### src/rtl/video_scan_gen.sv
// Raster scan generator: pixel-enable divider, h/v timing, text-cell counters and
// frame-synchronous colour registers. Define VIDEO_SCAN_LINE_IRQ_EN for the line-compare irq.
module video_scan_gen #(
  parameter int unsigned H_ACTIVE = 640,
  parameter int unsigned H_FP     = 16,
  parameter int unsigned H_SYNC   = 96,
  parameter int unsigned H_BP     = 48,
  parameter int unsigned V_ACTIVE = 480,
  parameter int unsigned V_FP     = 10,
  parameter int unsigned V_SYNC   = 2,
  parameter int unsigned V_BP     = 33,
  parameter int unsigned PIX_DIV  = 4,
  parameter int unsigned CELL_W   = 8,
  parameter int unsigned CELL_H   = 8,
  parameter int unsigned HSZ      = 10,
  parameter int unsigned VSZ      = 10,
  parameter bit          SYNC_POL = 1'b0
) (
  input  logic            clk_100mhz,
  input  logic            rstn_i,
  input  logic            i_we,
  input  logic [1:0]      i_addr,
  input  logic [11:0]     i_wdata,
  output logic            o_pix_ce,
  output logic [HSZ-1:0]  o_hcount,
  output logic [VSZ-1:0]  o_vcount,
  output logic            o_de,
  output logic            o_hsync,
  output logic            o_vsync,
  output logic            o_frame_start,
  output logic [3:0]      o_cell_col,
  output logic [3:0]      o_cell_row,
  output logic [7:0]      o_text_col,
  output logic [5:0]      o_text_row,
  output logic [11:0]     o_fg_color,
  output logic [11:0]     o_bg_color,
  output logic            o_irq
);

  localparam int unsigned H_TOTAL = H_ACTIVE + H_FP + H_SYNC + H_BP;
  localparam int unsigned V_TOTAL = V_ACTIVE + V_FP + V_SYNC + V_BP;

  localparam logic [3:0]     DIV_LAST  = 4'(PIX_DIV - 1);
  localparam logic [HSZ-1:0] H_LAST    = HSZ'(H_TOTAL - 1);
  localparam logic [VSZ-1:0] V_LAST    = VSZ'(V_TOTAL - 1);
  localparam logic [HSZ-1:0] H_ACT     = HSZ'(H_ACTIVE);
  localparam logic [VSZ-1:0] V_ACT     = VSZ'(V_ACTIVE);
  localparam logic [HSZ-1:0] HS_FIRST  = HSZ'(H_ACTIVE + H_FP);
  localparam logic [HSZ-1:0] HS_LAST   = HSZ'(H_ACTIVE + H_FP + H_SYNC - 1);
  localparam logic [VSZ-1:0] VS_FIRST  = VSZ'(V_ACTIVE + V_FP);
  localparam logic [VSZ-1:0] VS_LAST   = VSZ'(V_ACTIVE + V_FP + V_SYNC - 1);
  localparam logic [3:0]     CW_LAST   = 4'(CELL_W - 1);
  localparam logic [3:0]     CH_LAST   = 4'(CELL_H - 1);

  logic [3:0]     r_div;
  logic [HSZ-1:0] r_hcount;
  logic [VSZ-1:0] r_vcount;
  logic [3:0]     r_cell_col;
  logic [3:0]     r_cell_row;
  logic [7:0]     r_text_col;
  logic [5:0]     r_text_row;
  logic [11:0]    r_fg_pend;
  logic [11:0]    r_bg_pend;
  logic [11:0]    r_fg;
  logic [11:0]    r_bg;

  logic w_pix_ce;
  logic w_h_wrap;
  logic w_v_wrap;
  logic w_hs_act;
  logic w_vs_act;

  assign w_pix_ce = (r_div == DIV_LAST);
  assign w_h_wrap = w_pix_ce & (r_hcount == H_LAST);
  assign w_v_wrap = w_h_wrap & (r_vcount == V_LAST);

  always_ff @(posedge clk_100mhz or negedge rstn_i) begin
    if (!rstn_i) begin
      r_div <= '0;
    end else if (w_pix_ce) begin
      r_div <= '0;
    end else begin
      r_div <= r_div + 1'b1;
    end
  end

  always_ff @(posedge clk_100mhz or negedge rstn_i) begin
    if (!rstn_i) begin
      r_hcount   <= '0;
      r_cell_col <= '0;
      r_text_col <= '0;
    end else if (w_pix_ce) begin
      if (w_h_wrap) begin
        r_hcount   <= '0;
        r_cell_col <= '0;
        r_text_col <= '0;
      end else begin
        r_hcount <= r_hcount + 1'b1;
        if (r_cell_col == CW_LAST) begin
          r_cell_col <= '0;
          r_text_col <= r_text_col + 1'b1;
        end else begin
          r_cell_col <= r_cell_col + 1'b1;
        end
      end
    end
  end

  always_ff @(posedge clk_100mhz or negedge rstn_i) begin
    if (!rstn_i) begin
      r_vcount   <= '0;
      r_cell_row <= '0;
      r_text_row <= '0;
    end else if (w_h_wrap) begin
      if (w_v_wrap) begin
        r_vcount   <= '0;
        r_cell_row <= '0;
        r_text_row <= '0;
      end else begin
        r_vcount <= r_vcount + 1'b1;
        if (r_cell_row == CH_LAST) begin
          r_cell_row <= '0;
          r_text_row <= r_text_row + 1'b1;
        end else begin
          r_cell_row <= r_cell_row + 1'b1;
        end
      end
    end
  end

  // Pending colours take writes at any time; active colours only change at frame start,
  // using the value pending before any write in that same clk.
  always_ff @(posedge clk_100mhz or negedge rstn_i) begin
    if (!rstn_i) begin
      r_fg_pend <= 12'hFFF;
      r_bg_pend <= 12'h000;
    end else if (i_we) begin
      case (i_addr)
        2'd0:    r_fg_pend <= i_wdata;
        2'd1:    r_bg_pend <= i_wdata;
        default: ;
      endcase
    end
  end

  always_ff @(posedge clk_100mhz or negedge rstn_i) begin
    if (!rstn_i) begin
      r_fg <= 12'hFFF;
      r_bg <= 12'h000;
    end else if (w_v_wrap) begin
      r_fg <= r_fg_pend;
      r_bg <= r_bg_pend;
    end
  end

`ifdef VIDEO_SCAN_LINE_IRQ_EN
  logic [VSZ-1:0] r_line_cmp;
  logic           r_irq;
  logic [VSZ-1:0] w_vcount_nxt;

  assign w_vcount_nxt = w_v_wrap ? '0 : r_vcount + 1'b1;

  always_ff @(posedge clk_100mhz or negedge rstn_i) begin
    if (!rstn_i) begin
      r_line_cmp <= '0;
      r_irq      <= 1'b0;
    end else begin
      if (i_we && (i_addr == 2'd2)) begin
        r_line_cmp <= i_wdata[VSZ-1:0];
      end
      if (w_h_wrap && (w_vcount_nxt == r_line_cmp)) begin
        r_irq <= 1'b1;
      end else if (i_we && (i_addr == 2'd3)) begin
        r_irq <= 1'b0;
      end
    end
  end

  assign o_irq = r_irq;
`else
  assign o_irq = 1'b0;
`endif

  assign w_hs_act = (r_hcount >= HS_FIRST) && (r_hcount <= HS_LAST);
  assign w_vs_act = (r_vcount >= VS_FIRST) && (r_vcount <= VS_LAST);

  assign o_pix_ce      = w_pix_ce;
  assign o_hcount      = r_hcount;
  assign o_vcount      = r_vcount;
  assign o_de          = (r_hcount < H_ACT) && (r_vcount < V_ACT);
  assign o_hsync       = w_hs_act ? SYNC_POL : ~SYNC_POL;
  assign o_vsync       = w_vs_act ? SYNC_POL : ~SYNC_POL;
  assign o_frame_start = w_v_wrap;
  assign o_cell_col    = r_cell_col;
  assign o_cell_row    = r_cell_row;
  assign o_text_col    = r_text_col;
  assign o_text_row    = r_text_row;
  assign o_fg_color    = r_fg;
  assign o_bg_color    = r_bg;

endmodule

### config.mk
export PLATFORM = sky130hd
export DESIGN_NAME = video_scan_gen
export DESIGN_NICKNAME = d
export VERILOG_FILES = /design/src/rtl/video_scan_gen.sv
export SDC_FILE = /design/constraint.sdc
export NUM_CORES = 1
export LEC_CHECK = 0
export ABC_AREA = 0
export CORE_MARGIN = 2
export CORE_UTILIZATION = 46
export DETAILED_ROUTE_END_ITERATION = 8
export GPL_TIMING_DRIVEN = 0
export PLACE_DENSITY = 0.85
export SLEW_MARGIN = 25
export SYNTH_ARGS = -nofsm -noshare
export SYNTH_HDL_FRONTEND = slang
export SYNTH_SLANG_ARGS = --single-unit
export TNS_END_PERCENT = 50
### constraint.sdc
create_clock -name clk_100mhz -period 2 [get_ports clk_100mhz]
set_input_delay 0.3 -clock clk_100mhz [delete_from_list [all_inputs] [get_ports clk_100mhz]]
set_output_delay 0.3 -clock clk_100mhz [all_outputs]
set_load 0.01 [all_outputs]
Word level (Yosys, flattened, before mapping)
Cells that the tools add are included.
- $add $sub $neg: 7
- magnitude comparators: 6
- equality and inequality tests: 6
- multiplexer cells: 13
- bitwise operators: 2
- reduce and logical (&&, ||, !) cells: 10
- operators by type and width (operator ; number):
    adder 10 x 1 -> 10 bit (second input constant) ; 2
    equality test 10 bit (second input constant) ; 2
    two-way mux 10 bit ; 2
    two-way mux 4 bit ; 5
    two-way mux 8 bit ; 2
    adder 4 x 1 -> 4 bit (second input constant) ; 3
    two-way mux 6 bit ; 2
    >= comparator 10 bit (second input constant) ; 1
    >= comparator 10 x 9 -> 1 bit (second input constant) ; 1
    less-or-equal comparator 10 bit (second input constant) ; 1
    less-or-equal comparator 10 x 9 -> 1 bit (second input constant) ; 1
    < comparator 10 bit (second input constant) ; 1
    < comparator 10 x 9 -> 1 bit (second input constant) ; 1
    adder 8 x 1 -> 8 bit (second input constant) ; 1
    equality test 4 x 3 -> 1 bit (second input constant) ; 2
    AND reduction 2 bit ; 4
    adder 6 x 1 -> 6 bit (second input constant) ; 1
    equality test 4 x 2 -> 1 bit (second input constant) ; 1
    nonzero test 2 bit ; 2
    logical AND 1 bit ; 3
    bitwise AND 1 bit ; 2
    equality test 2 x 1 -> 1 bit (second input constant) ; 1
    zero test 2 bit ; 1
    two-way mux 1 bit ; 2
- register bits: 94
- input bits: 17
- output and inout bits: 72
- logic and storage cells: 55

Logic depth before layout (Yosys ltp)
- depth in word-level cells: 5
- depth in mapped cells: 8
- mapped depth without buffers: 6

Worst setup path after synthesis
No wires, ideal clock.
- path kind: reg2reg
- from: register r_vcount[0], in the netlist o_vcount[0]
- to: register r_fg[10], in the netlist o_fg_color[10]
- library setup time: 0.082 ns
- data arrival time: 1.972 ns
- required time: 1.918 ns
- path slack: -0.054 ns
- cell stages (with the launch flop): 8
- buffers on the path: 1
- clock period less this slack: 2.054 ns
- cells stage by stage: dfrtp_1 -> inv_1 -> ha_1 -> and4bb_2 -> nand4_1 -> nor2_4 -> clkbuf_8 -> mux2_2
- longest elaborated chain between the ends: 2
- RTL lines (element ; line ; RTL):
    start, declared ; 57 ; logic [VSZ-1:0] r_vcount;
    start signal, assigned ; 120 ; r_vcount <= r_vcount + 1'b1;
    equality test 10 bit ; 75 ; assign w_v_wrap = w_h_wrap & (r_vcount == V_LAST);
    bitwise AND 1 bit ; 75 ;
    named net o_frame_start ; 30 ; output logic o_frame_start,
    end signal, assigned ; 151 ; r_fg <= r_fg_pend;
    end, declared ; 64 ; logic [11:0] r_fg;
The timed path passes the listed nets, and every way through them passes these cells.
A chain may end at the register's enable or synchronous reset.

Worst setup path in the final report
- from: register r_div[1]
- to: output o_frame_start
- longest elaborated chain between the ends: 3
- RTL lines (element ; line ; RTL):
    start, declared ; 55 ; logic [3:0] r_div;
    start signal, assigned ; 83 ; r_div <= r_div + 1'b1;
    equality test 4 x 2 -> 1 bit ; 73 ; assign w_pix_ce = (r_div == DIV_LAST);
    bitwise AND 1 bit ; 74 ; assign w_h_wrap = w_pix_ce & (r_hcount == H_LAST);
    bitwise AND 1 bit ; 75 ;
    end, declared ; 30 ;
No other way between the ends.

==> summary.txt <==
xor-xnor portion of the synthesized cell area -> 3.726%
worst min path class -> in -> async
area share of fa/ha/maj cells after synthesis -> 2.957%
area fraction of the dominant cell type after synthesis -> 41.40%
Post-synth top cells -> dfrtp_1, mux2_2, nand2_1
DRC -> 0
Cells after Synth -> 343
Max VDD drop -> 0.4342 mV
status -> complete, but fails checks
dominant synthesized flop cell -> dfrtp_1
CTS Buf Count -> 9
Slew Limit Fails -> 0
Final Cell Area -> 5989 µm²
fill count -> 636
TritonCTS clock tree -> built
Post-synth ARST share -> 100.0%
FF/Latch Area -> 2389 µm²
Initial DRC Count -> 135
RSZ-0062 raised after global routing -> yes
IO Port Bufs -> 87
largest net degree at the start of global routing -> 49
later-pin clock latency in the skew report -> 360 ps
Final Hold Fails -> 0
Root Buffer -> clkbuf_8
Clock Sink Count -> 94
Ant. Diodes -> 0
Synth warnings -> 0
Startpoint Class -> register
Top delay family on crit path -> simple AND/OR/NAND/NOR gates
global route total overflow -> 0
synthesized net count -> 370
main combinational cell family by area after synthesis -> simple AND/OR/NAND/NOR gates
Internal -> 2935 µW
H-tree depth -> 3
Avg WL per Cell -> 17.09 µm
MaxCap Viol Count -> 0
most frequent cell after synthesis -> dfrtp_1
worst setup margin -> -154.8 ps
DIE AREA -> 9982 µm²
IO Pins -> 89
CP Class -> reg -> out
HPWL Detailed -> 6.348 mm
Net Sw Power -> 820.5 µW
fin crit period -> 2155 ps
PwrDens -> 627.0 nW/µm²
via count -> 3198
placer congestion estimate -> 0.7732
sequential cell area fraction in the yosys report -> 56.30%
GR Util All Layers -> 20.31%
Switching Fraction -> 21.85%
crit share post-route -> 107.7%
Post-Route WL -> 9.944 mm
Post-DRT Antenna Nets -> 0
failing checks -> negative setup slack
placed instance area -> 5269 µm²
mux contribution to synthesized area -> 12.77%
layout cell share with drive strength beyond 1 -> 31.65%
top cells by area, synth -> dfrtp_1, dfstp_2, mux2_2
Vias/cell -> 5.495
Max clock buf depth -> 2
area of the multi-input gates -> 1834 µm²
Seq pwr share -> 55.3%
Final nets -> 496
Crit path arrival time -> 1850 ps
Pleak -> 0.002558 µW
drt first pass iters -> 4
starting density of the core -> 48.05%
Data required, critical path -> 1700 ps
Fmax achieved -> 464.1 MHz
vias in the first global route -> 3186
pre-CTS setup slack -> -764.4 ps
initial antenna violation count -> 0
Die Ht -> 99.91 µm
WP buf/inv -> 3
die width -> 99.91 µm
final clock skew -> 10.91 ps
post-synthesis cell area -> 4232 µm²
CP max FO -> 2
Combinational Power Share -> 5.2%
Avg Cell Area, Syn -> 12.34 µm²
clk slew on worst S/H paths -> 100 ps
Critical-path top delay cell -> or3b_4
Layout area overhead -> 41.54%
Distinct cells, synth -> 50
num rows -> 34
simple-gate portion of the synthesized area -> 14.87%
first-pass GRT wire length -> 15.97 mm
Synth Area in Compound Gates -> 5.973%
power share of the clock group -> 39.5%
critical path endpoint category -> output pin
Slew @ Worst Pin -> 688.2 ps
final setup fails -> 24
#FFs+latches synth -> 94
CP max stage delay -> 410 ps
biggest area consumer among synthesized cells -> dfrtp_1
CORE AREA -> 8806 µm²
Post-synth EDFFs -> 0
worst path cell trace -> ha_2 -> or3b_4 -> clkinv_4 -> nand4_4 -> nor2_4 -> clkbuf_16 -> buf_6
Design Power -> 3756 µW
Rel. slew slack -> 54.12%
-- per-stage QoR --
stage               utilization (%)  instances  hold WS, ps  setup TNS (ps)
finish                        68.02        582        442.5           -1082
floorplan                         -        343        4.409               0
detailed placement            59.83        539        272.5          -10940
global placement              59.51        538        446.5         -230630
global route                  68.02        582        461.0           -4479
CTS                           66.68        578        441.4           -1011
-- registers in the layout, summed over array words and instances (netlist names) --
name        cells
o_cell_row      4
o_text_row      6
o_bg_color     12
o_hcount       10
o_text_col      8
o_cell_col      4
o_fg_color     12
r_bg_pend      12
r_div           4
r_fg_pend      12
o_vcount       10
-- kinds of logic after synthesis --
logic type	after synthesis
adders and majority gates	10
other	1
and+or+nand+nor	109
muxes	48
xor gates and xnor gates	18
AOI/OAI and AO/OA	38
buffers and inverters	25
DFF	94
-- cells in the final DEF, fill, tap and decap left out, drive strengths merged, types with 4 or more instances in the layout --
master | netlist | routed
nor2 | 17 | 17
nand3 | 13 | 13
xor2 | 9 | 9
inv | 8 | 10
ha | 10 | 10
clkdlybuf4s50 | 0 | 82
dfrtp | 70 | 70
xnor2 | 9 | 9
a21oi | 9 | 9
or4 | 5 | 5
nand2 | 27 | 27
dfstp | 24 | 24
mux2 | 48 | 48
nand4 | 14 | 14
o21ai | 11 | 11
and4 | 4 | 4
clkbuf | 7 | 17
nor3 | 6 | 6
a22o | 5 | 5
and3 | 8 | 8
buf | 9 | 40
-- power groups by stage --
stage               logic, µW  clock network (µW)  registers, µW
floorplan                97.5                   0           2090
global placement          175                   0           2100
detailed placement        194                   0           2100
CTS                       197                1500           2070
global route              214                1580           2090
finish                    194                1490           2080
-- worst register-to-register path: cells and delay by family, from the launching register on --
kind	cells	cell delay, ps
simple gates	3	640
buf+inv	4	500
flops	1	370
mux	1	300
fa+ha+maj	1	180
-- metal layers --
layer  vias to the layer above  part of all wire (%)  global-route usage (%)
met2                        82                    52                   33.06
met3                        10                   2.8                   2.855
met1                      1627                    44                   28.30
li1                       1479                     -                       -
met5                         -                     0                       0
met4                         0                   1.5                   6.744
-- final timing paths --
path / start / slack [ps] / cells after the start / to
setup / recovery: r_div[1] / -150 / 7 / o_frame_start
hold / removal: rstn_i / 440 / 2 / o_bg_color[10]
setup reg to reg: r_div[1] / -100 / 9 / o_bg_color[8]
hold reg to reg: r_bg_pend[0] / 520 / 1 / r_bg_pend[0]
max in group asynchronous: rstn_i / 920 / 3 / r_fg_pend[2]
min in group clk_100mhz: r_bg_pend[0] / 520 / 1 / r_bg_pend[0]
-- layout make-up --
cell class,count,share of cell area (%)
plain buffers,15,2.674
clock buffers,11,2.549
clock inverters,5,1.483
inverters,9,0.6476
multi-input cells,224,30.62
flip-flops and latches,94,39.88
well taps,108,2.256
repair buffers,116,19.89
-- timing repair --
action	in CTS	in global routing
endpoints found under the hold margin	39	0
gates resized for setup	54	26
setup endpoints to repair	54	62
hold buffers	1	0
pin swaps	2	5
cloned	1	1
setup buffers	21	7
No activity file was read; power rests on OpenSTA's default activity.
